$ cat config.mk
export PLATFORM = sky130hd
export DESIGN_NAME = clkswitch_ctrl
export DESIGN_NICKNAME = d
export VERILOG_FILES = /design/src/rtl/clkswitch_pkg.sv /design/src/rtl/clkswitch_ctrl_sync2.sv /design/src/rtl/clkswitch_ctrl.sv
export SDC_FILE = /design/constraint.sdc
export NUM_CORES = 1
export LEC_CHECK = 0
export CAP_MARGIN = 20
export CORE_MARGIN = 2
export CORE_UTILIZATION = 45
export DETAILED_ROUTE_END_ITERATION = 8
export GPL_ROUTABILITY_DRIVEN = 0
export HOLD_SLACK_MARGIN = 0.15
export SETUP_SLACK_MARGIN = 0.15
export SYNTH_ARGS = -nofsm -noshare
export SYNTH_HDL_FRONTEND = slang
export SYNTH_SLANG_ARGS = --single-unit
$ cat constraint.sdc
create_clock -name i_clk -period 2.07 [get_ports i_clk]
set_input_delay 0.207 -clock i_clk [delete_from_list [all_inputs] [get_ports i_clk]]
set_output_delay 0.207 -clock i_clk [all_outputs]
set_load 0.1 [all_outputs]
$ cat src/rtl/clkswitch_pkg.sv
// Shared types and default timing for the clock-switch select sequencer.
package clkswitch_pkg;

    typedef enum logic [1:0] {
        ON_A      = 2'd0,
        WAIT_LOCK = 2'd1,
        SETTLE    = 2'd2,
        ON_B      = 2'd3
    } state_t;

    localparam int unsigned DEF_LOCK_CYCLES    = 256;
    localparam int unsigned DEF_SETTLE_CYCLES  = 16;
    localparam int unsigned DEF_TIMEOUT_CYCLES = 65536;

endpackage

$ cat src/rtl/clkswitch_ctrl_sync2.sv
// Two-flop synchronizer with asynchronous active-low reset to 0.
module sync2 (
    input  logic i_clk,
    input  logic i_areset_n,
    input  logic i_d,
    output logic o_q
);

    logic meta;

    always_ff @(posedge i_clk or negedge i_areset_n) begin
        if (!i_areset_n) begin
            meta <= 1'b0;
            o_q  <= 1'b0;
        end else begin
            meta <= i_d;
            o_q  <= meta;
        end
    end

endmodule

$ cat src/rtl/clkswitch_ctrl.sv
// Select sequencer for the dynamic clock switch: moves between reference clock A
// and PLL clock B, gated on stable lock, with a hold-off after every select change.
module clkswitch_ctrl
    import clkswitch_pkg::*;
#(
    parameter int unsigned LOCK_CYCLES    = DEF_LOCK_CYCLES,
    parameter int unsigned SETTLE_CYCLES  = DEF_SETTLE_CYCLES,
    parameter int unsigned TIMEOUT_CYCLES = DEF_TIMEOUT_CYCLES
) (
    input  logic i_clk,
    input  logic i_areset_n,
    input  logic i_req,
    input  logic i_pll_lock,
    input  logic i_fault_clr,
    output logic o_sel,
    output logic o_busy,
    output logic o_done,
    output logic o_fault
);

    localparam int unsigned LW = (LOCK_CYCLES    > 1) ? $clog2(LOCK_CYCLES)    : 1;
    localparam int unsigned SW = (SETTLE_CYCLES  > 1) ? $clog2(SETTLE_CYCLES)  : 1;
    localparam int unsigned TW = (TIMEOUT_CYCLES > 1) ? $clog2(TIMEOUT_CYCLES) : 1;

    localparam logic [LW-1:0] LOCK_MAX = LW'(LOCK_CYCLES - 1);
    localparam logic [SW-1:0] ST_MAX   = SW'(SETTLE_CYCLES - 1);
    localparam logic [TW-1:0] TO_MAX   = TW'(TIMEOUT_CYCLES - 1);

    logic          req_s;
    logic          lock_s;
    state_t        state;
    logic          target_b;
    logic [LW-1:0] lock_cnt;
    logic [SW-1:0] st_cnt;
    logic [TW-1:0] to_cnt;

    sync2 u_sync_req (
        .i_clk      (i_clk),
        .i_areset_n (i_areset_n),
        .i_d        (i_req),
        .o_q        (req_s)
    );

    sync2 u_sync_lock (
        .i_clk      (i_clk),
        .i_areset_n (i_areset_n),
        .i_d        (i_pll_lock),
        .o_q        (lock_s)
    );

    always_ff @(posedge i_clk or negedge i_areset_n) begin
        if (!i_areset_n) begin
            state    <= ON_A;
            target_b <= 1'b0;
            lock_cnt <= '0;
            st_cnt   <= '0;
            to_cnt   <= '0;
            o_sel    <= 1'b0;
            o_busy   <= 1'b0;
            o_done   <= 1'b0;
            o_fault  <= 1'b0;
        end else begin
            o_done <= 1'b0;
            // Clear first so any fault set later in this cycle takes precedence.
            if (i_fault_clr) begin
                o_fault <= 1'b0;
            end

            unique case (state)
                ON_A: begin
                    if (req_s && !o_fault) begin
                        state    <= WAIT_LOCK;
                        lock_cnt <= '0;
                        to_cnt   <= '0;
                        o_busy   <= 1'b1;
                    end
                end

                WAIT_LOCK: begin
                    to_cnt   <= to_cnt + 1'b1;
                    lock_cnt <= lock_s ? lock_cnt + 1'b1 : '0;
                    if (!req_s) begin
                        state  <= ON_A;
                        o_busy <= 1'b0;
                    end else if (lock_s && lock_cnt == LOCK_MAX) begin
                        state    <= SETTLE;
                        st_cnt   <= '0;
                        target_b <= 1'b1;
                        o_sel    <= 1'b1;
                    end else if (to_cnt == TO_MAX) begin
                        state   <= ON_A;
                        o_fault <= 1'b1;
                        o_busy  <= 1'b0;
                    end
                end

                SETTLE: begin
                    if (st_cnt == ST_MAX) begin
                        state  <= target_b ? ON_B : ON_A;
                        o_done <= 1'b1;
                        o_busy <= 1'b0;
                    end else begin
                        st_cnt <= st_cnt + 1'b1;
                    end
                end

                ON_B: begin
                    if (!lock_s || !req_s) begin
                        state    <= SETTLE;
                        st_cnt   <= '0;
                        target_b <= 1'b0;
                        o_sel    <= 1'b0;
                        o_busy   <= 1'b1;
                        if (!lock_s) begin
                            o_fault <= 1'b1;
                        end
                    end
                end

                default: begin
                    state <= ON_A;
                end
            endcase
        end
    end

endmodule

After elaboration in Yosys (flattened, before gate mapping)

Index checks and enable logic that the tools add are counted.

Add/subtract/negate cells: 3
Eq/ne operators: 15
Muxes and demuxes: 38
Reductions and logical operators: 15

Operators by type and width:

| operator                                                         | number |
|---|---|
| 16-bit case mux with 2 select lines                              | 1 |
| 1-bit 2-to-1 mux                                                 | 17 |
| 16-bit by 1-bit adder with 16-bit output (second input constant) | 1 |
| 16-bit equality test (second input constant)                     | 1 |
| 16-bit 2-to-1 mux                                                | 1 |
| 4-bit 2-to-1 mux                                                 | 4 |
| 8-bit 2-to-1 mux                                                 | 2 |
| 8-bit case mux with 2 select lines                               | 1 |
| 2-bit 2-to-1 mux                                                 | 7 |
| 4-bit case mux with 3 select lines                               | 1 |
| 2-bit inequality test (second input constant)                    | 5 |
| 5-bit AND reduction                                              | 2 |
| 8-bit by 1-bit adder with 8-bit output (second input constant)   | 1 |
| 8-bit equality test (second input constant)                      | 1 |
| 2-bit case mux with 4 select lines                               | 1 |
| 4-bit AND reduction                                              | 2 |
| 3-bit inequality test (second input constant)                    | 2 |
| 4-bit by 1-bit adder with 4-bit output (second input constant)   | 1 |
| 2-bit equality test (second input constant)                      | 2 |
| 4-bit equality test (second input constant)                      | 1 |
| 4-bit inequality test (second input constant)                    | 1 |
| 1-bit case mux with 2 select lines                               | 2 |
| 1-bit case mux with 4 select lines                               | 1 |
| 2-bit nonzero test                                               | 2 |
| 8 further kinds                                                  | 11 |

Flip-flop bits (word level): 38
Input port bits: 5
Logic and storage cells: 83

Longest topological paths before layout

Depth after elaboration: 5
Gate-level depth with buffers: 7
Mapped depth without buffers: 6

Hierarchy

A second synthesis with hierarchy kept.

Cells, all modules: 206
Area total of the unflattened synthesis: 2031.9 µm²

By module, submodules not included:

| module         | times used | cells each | area an instance (µm²) |
|---|---|---|---|
| clkswitch_ctrl | 1          | 202        | 1931.9 |
| sync2          | 2          | 2          | 50.0 |

Worst setup path before layout

OpenSTA, ideal clock, no wires.

Kind: register -> register
Start point: register o_fault
End point: register to_cnt[11]
Library setup time: 78 ps
Data arrival time: 1925 ps
Data required time: 1992 ps
Setup slack: 67 ps
Stages on the path, launching flop included: 5
Buffers on the path: 0
Cell sequence: dfrtp_1 -> and3b_1 -> o211ai_1 -> or3_2 -> a21oi_1

Longest elaborated chain between the ends: 4

Ends and longest elaborated chain:

| item                            | RTL line             | text |
|---|---|---|
| from (decl)                     | clkswitch_ctrl.sv:18 | `output logic o_fault` |
| from (signal assigned)          | clkswitch_ctrl.sv:61 | `o_fault <= 1'b0;` |
| from (signal assigned)          | clkswitch_ctrl.sv:66 | `o_fault <= 1'b0;` |
| from (signal assigned)          | clkswitch_ctrl.sv:92 | `o_fault <= 1'b1;` |
| 1-bit logical NOT               | clkswitch_ctrl.sv:71 | `if (req_s && !o_fault) begin` |
| 1-bit logical AND               | clkswitch_ctrl.sv:71 |  |
| 2-bit inequality test (no line) | -                    |  |
| 2-bit AND reduction (no line)   | -                    |  |
| to (signal assigned)            | clkswitch_ctrl.sv:80 | `to_cnt <= to_cnt + 1'b1;` |
| to (decl)                       | clkswitch_ctrl.sv:35 | `logic [TW-1:0] to_cnt;` |

Every way passes these cells.
A chain may end at the register's enable or synchronous reset.

Worst setup path in the final report

Start point: register state[1]
End point: register to_cnt[9]

Longest elaborated chain between the ends: 3

Ends and longest elaborated chain:

| item                                                                                       | RTL line             | text |
|---|---|---|
| from (decl)                                                                                | clkswitch_ctrl.sv:31 | `state_t state;` |
| from (signal assigned)                                                                     | clkswitch_ctrl.sv:99 | `state <= target_b ? ON_B : ON_A;` |
| 2-bit by 1-bit equality test with 1-bit output / 2-bit logical NOT (equally long branches) | clkswitch_ctrl.sv:69 | `unique case (state)` |
| 2-bit nonzero test (no line) / 2-bit inequality test (equally long branches)               | -                    |  |
| 2-bit AND reduction (no line)                                                              | -                    |  |

Parallel ways exist; a longest one is shown, timed or not.

==> flow_summary.ini <==
[clock_tree]
cts_buffers = 5
h-tree-depth = 2
cts_tree = yes
cts-root-buf = clkbuf_8
insertion_delay_ns = 0.29
clockBufferDepth = 2
cts.clk_slew.worst_paths_ns = 0.08
cts.sinks = 38

[route]
drt_iter0_markers = 151
ant_nets = 0
drt-total-wl_mm = 4.29
viasPerCell = 5.87
drcViolationCount = 0
wire_per_inst_microns = 15.2
drt-pass1-iter-count = 4
via_count = 1656

[global_route]
grt_overflow = 0
use_met3 = 0.0399
grt_pass1_vias = 1590
antenna_found_initial = 0
grt_start_max_net_pins = 39
grt-busiest-layer = met2
grt_use_met1 = 0.239
grt_usage = 0.185
grt_pass1_wl_mm = 7.45
grt_use_met2 = 0.303

[worst_setup_path]
crit_fanout = 7
cp-end-kind = flop
start_kind = flop
r2r-start = state[1]
path_cells = inv_2, ha_4, and3b_2, o211ai_1, buf_4, or3_1, a21oi_1
worstSetupEndpoint = to_cnt[9]
crit_slowest_cell = dfrtp_1
cp.required_ns = 2.29
cp.arrival_ns = 2.14
crit_type = reg2reg
max_stage_delay_ns = 0.42
reg2reg_depth = 7
cp-startpoint = state[1]
reg2reg_slack_ns = 0.15
timing.rr.end = to_cnt[9]

[power]
p_comb_frac = 0.362
p_leak_nw = 1.03
p_sw_uw = 844
switching_share = 0.353
p_per_area_nw_per_um2 = 989
seqPwrFrac = 0.379
irDropWorstVdd_mv = 0.642
cellInternalPower_mw = 1.54
clkPwrFrac = 0.260

[die]
dieArea_sq_um = 5020
die_w_microns = 70.9
fp-row-count = 24
core_area_sq_um = 4320
num_io_pins = 9
die_y_microns = 70.9
initial_core_util = 0.465

[synthesis]
syn_avg_cell_area_sq_um = 9.86
synth_edf_count = 0
ys_dominant_reg_cell = dfrtp_1
ys_seq_area_frac = 0.473
netlist_area_sq_um = 2010
yosysWarnings = 0
syn_nets = 217
synth_seq_cells = 38
syn_inst = 204
ys_types = 42
async_flop_share = 1.00

[sta]
fin_crit_sh = 0.928
worst_pin_slew_ns = 0.827
setup_viol = 0
fin_ws_ns = 0.150
period_minus_slack_ns = 1.92
final_hold_viol_count = 0
skew_ns = 0.0110
max_slew_margin = 0.448
max_freq_ghz = 0.521
slew_violations = 0
rsz0062_at_grt = yes

[placed_design]
dp_cells = 267
place_ws_ns = -0.0272
dp_hpwl_mm = 2.94
portBuffers = 8

[final_layout]
fillCellCount = 379
final_common_cell = dfrtp_1
nets = 242
final_cells = 282
fin_util = 0.559
drive_above_1_share = 0.204
area_growth_syn_to_layout_pct = 20.1
n_antenna_cell = 0
final_cell_mix = 37 x dfrtp_1, 18 x nand2_1, 18 x o21ai_0, 18 x buf_4, 13 x a21oi_1

[flow_run]
maxCapViolCount = 0

[min_path]
hp-class = reg2reg

[run_status]
outcome = finished, final reports clean
## per-layer routing
metal  part of all wire  wire length, microns
met1               0.47                  2030
met4              0.013                    55
met5                  0                     0
met3              0.025                   106
met2               0.49                  2090
## area by class of cell
| type | instances | area (sq um) | share of cell area |
|---|---|---|---|
| Sequential cell | 38 | 952 | 0.394 |
| Timing Repair Buffer | 23 | 180 | 0.0746 |
| Clock buffer | 5 | 68.8 | 0.0285 |
| Tap cell | 52 | 65.1 | 0.0269 |
| Clock inverter | 3 | 40.0 | 0.0166 |
| Inverter | 9 | 33.8 | 0.0140 |
| Multi-Input combinational cell | 152 | 1080 | 0.445 |
## what timing repair did
item,in CTS,in global routing
gates resized for setup,10,8
endpoints found under the hold margin,38,0
endpoints found under the setup margin,9,11
hold buffers,1,0
setup buffers,3,3
pin swaps,2,5
## critical path, delay by kind of cell (launching register included)
family / cells / cell delay, ns
adder cells (fa/ha/maj): 1 / 0.18
flip-flops: 1 / 0.42
AND/OR/NAND/NOR: 2 / 0.55
buffers and inverters: 2 / 0.36
AO/OA/AOI/OAI: 2 / 0.36
## power by group through the flow
stage | clock, mW | combinational, mW | sequential (mW)
CTS | 0.628 | 0.803 | 0.900
floorplan | 0 | 0.427 | 0.972
global placement | 0 | 0.695 | 0.914
detailed placement | 0 | 0.717 | 0.920
finish | 0.620 | 0.864 | 0.904
global route | 0.658 | 0.949 | 0.915
## per-stage QoR
| step | area [sq um] | setup TNS (ns) | hold slack, ns | total power, mW |
|---|---|---|---|---|
| global placement | 2180 | 0 | 0.333 | 1.61 |
| floorplan | 2010 | 0 | -0.0886 | 1.40 |
| global route | 2420 | 0 | 0.357 | 2.52 |
| CTS | 2360 | 0 | 0.351 | 2.33 |
| detailed placement | 2180 | -0.0600 | 0.335 | 1.64 |
| finish | 2420 | 0 | 0.350 | 2.39 |
## kinds of logic (layout without fill, tap and decap cells)
group,count (synthesis),in the layout,share of synthesized area
adder cells (fa/ha/maj),8,8,0.0498
multiplexers,7,7,0.0361
AO/OA/AOI/OAI,60,60,0.195
buffers and inverters,14,40,0.0298
XOR/XNOR,4,4,0.0174
flip-flops,38,38,0.473
AND/OR/NAND/NOR,73,73,0.200
## cell usage after synthesis, types with 2 or more instances
| cell type | n | area, sq um |
|---|---|---|
| nand2b_1 | 4 | 25.0 |
| ha_1 | 8 | 100 |
| xnor2_1 | 3 | 26.3 |
| and4_1 | 3 | 26.3 |
| a21oi_1 | 14 | 70.1 |
| nand3b_1 | 2 | 15.0 |
| a211oi_1 | 3 | 22.5 |
| o21ai_0 | 19 | 95.1 |
| mux2i_1 | 5 | 50.1 |
| o211ai_1 | 3 | 22.5 |
| a22o_1 | 2 | 17.5 |
| or4_1 | 4 | 30.0 |
| nor2b_1 | 3 | 18.8 |
| nand4_1 | 4 | 25.0 |
| or3_1 | 4 | 25.0 |
| o31ai_1 | 8 | 60.1 |
| nor4_1 | 2 | 12.5 |
| nor2_1 | 10 | 37.5 |
| mux2_2 | 2 | 22.5 |
| inv_1 | 9 | 33.8 |
| nand2_1 | 19 | 71.3 |
| a41oi_1 | 2 | 17.5 |
| dfrtp_1 | 38 | 951 |
| and3_1 | 3 | 18.8 |
| o2bb2ai_1 | 2 | 17.5 |
| nand3_1 | 9 | 45.0 |
| clkbuf_1 | 4 | 15.0 |
## state kept, by name (all words and copies together), names as in the netlist
name	cells
lock_cnt	8
target_b	1
to_cnt	16
u_sync_req.o_q	1
u_sync_req.meta	1
u_sync_lock.o_q	1
o_done	1
st_cnt	4
o_fault	1
state	2
o_busy	1
u_sync_lock.meta	1
## worst min-delay path by stage
stage                           startpoint         endpoint  slack (ns)  cells after the start
after floorplan                 i_areset_n      lock_cnt[0]       -0.09                      0
after global placement    u_sync_lock.meta  u_sync_lock.o_q        0.33                      0
after detailed placement  u_sync_lock.meta  u_sync_lock.o_q        0.33                      0
after CTS                 u_sync_lock.meta  u_sync_lock.o_q        0.35                      0
after global routing       u_sync_req.meta   u_sync_req.o_q        0.36                      0
final                     u_sync_lock.meta  u_sync_lock.o_q        0.35                      0
(Power assumes the default switching activity.)
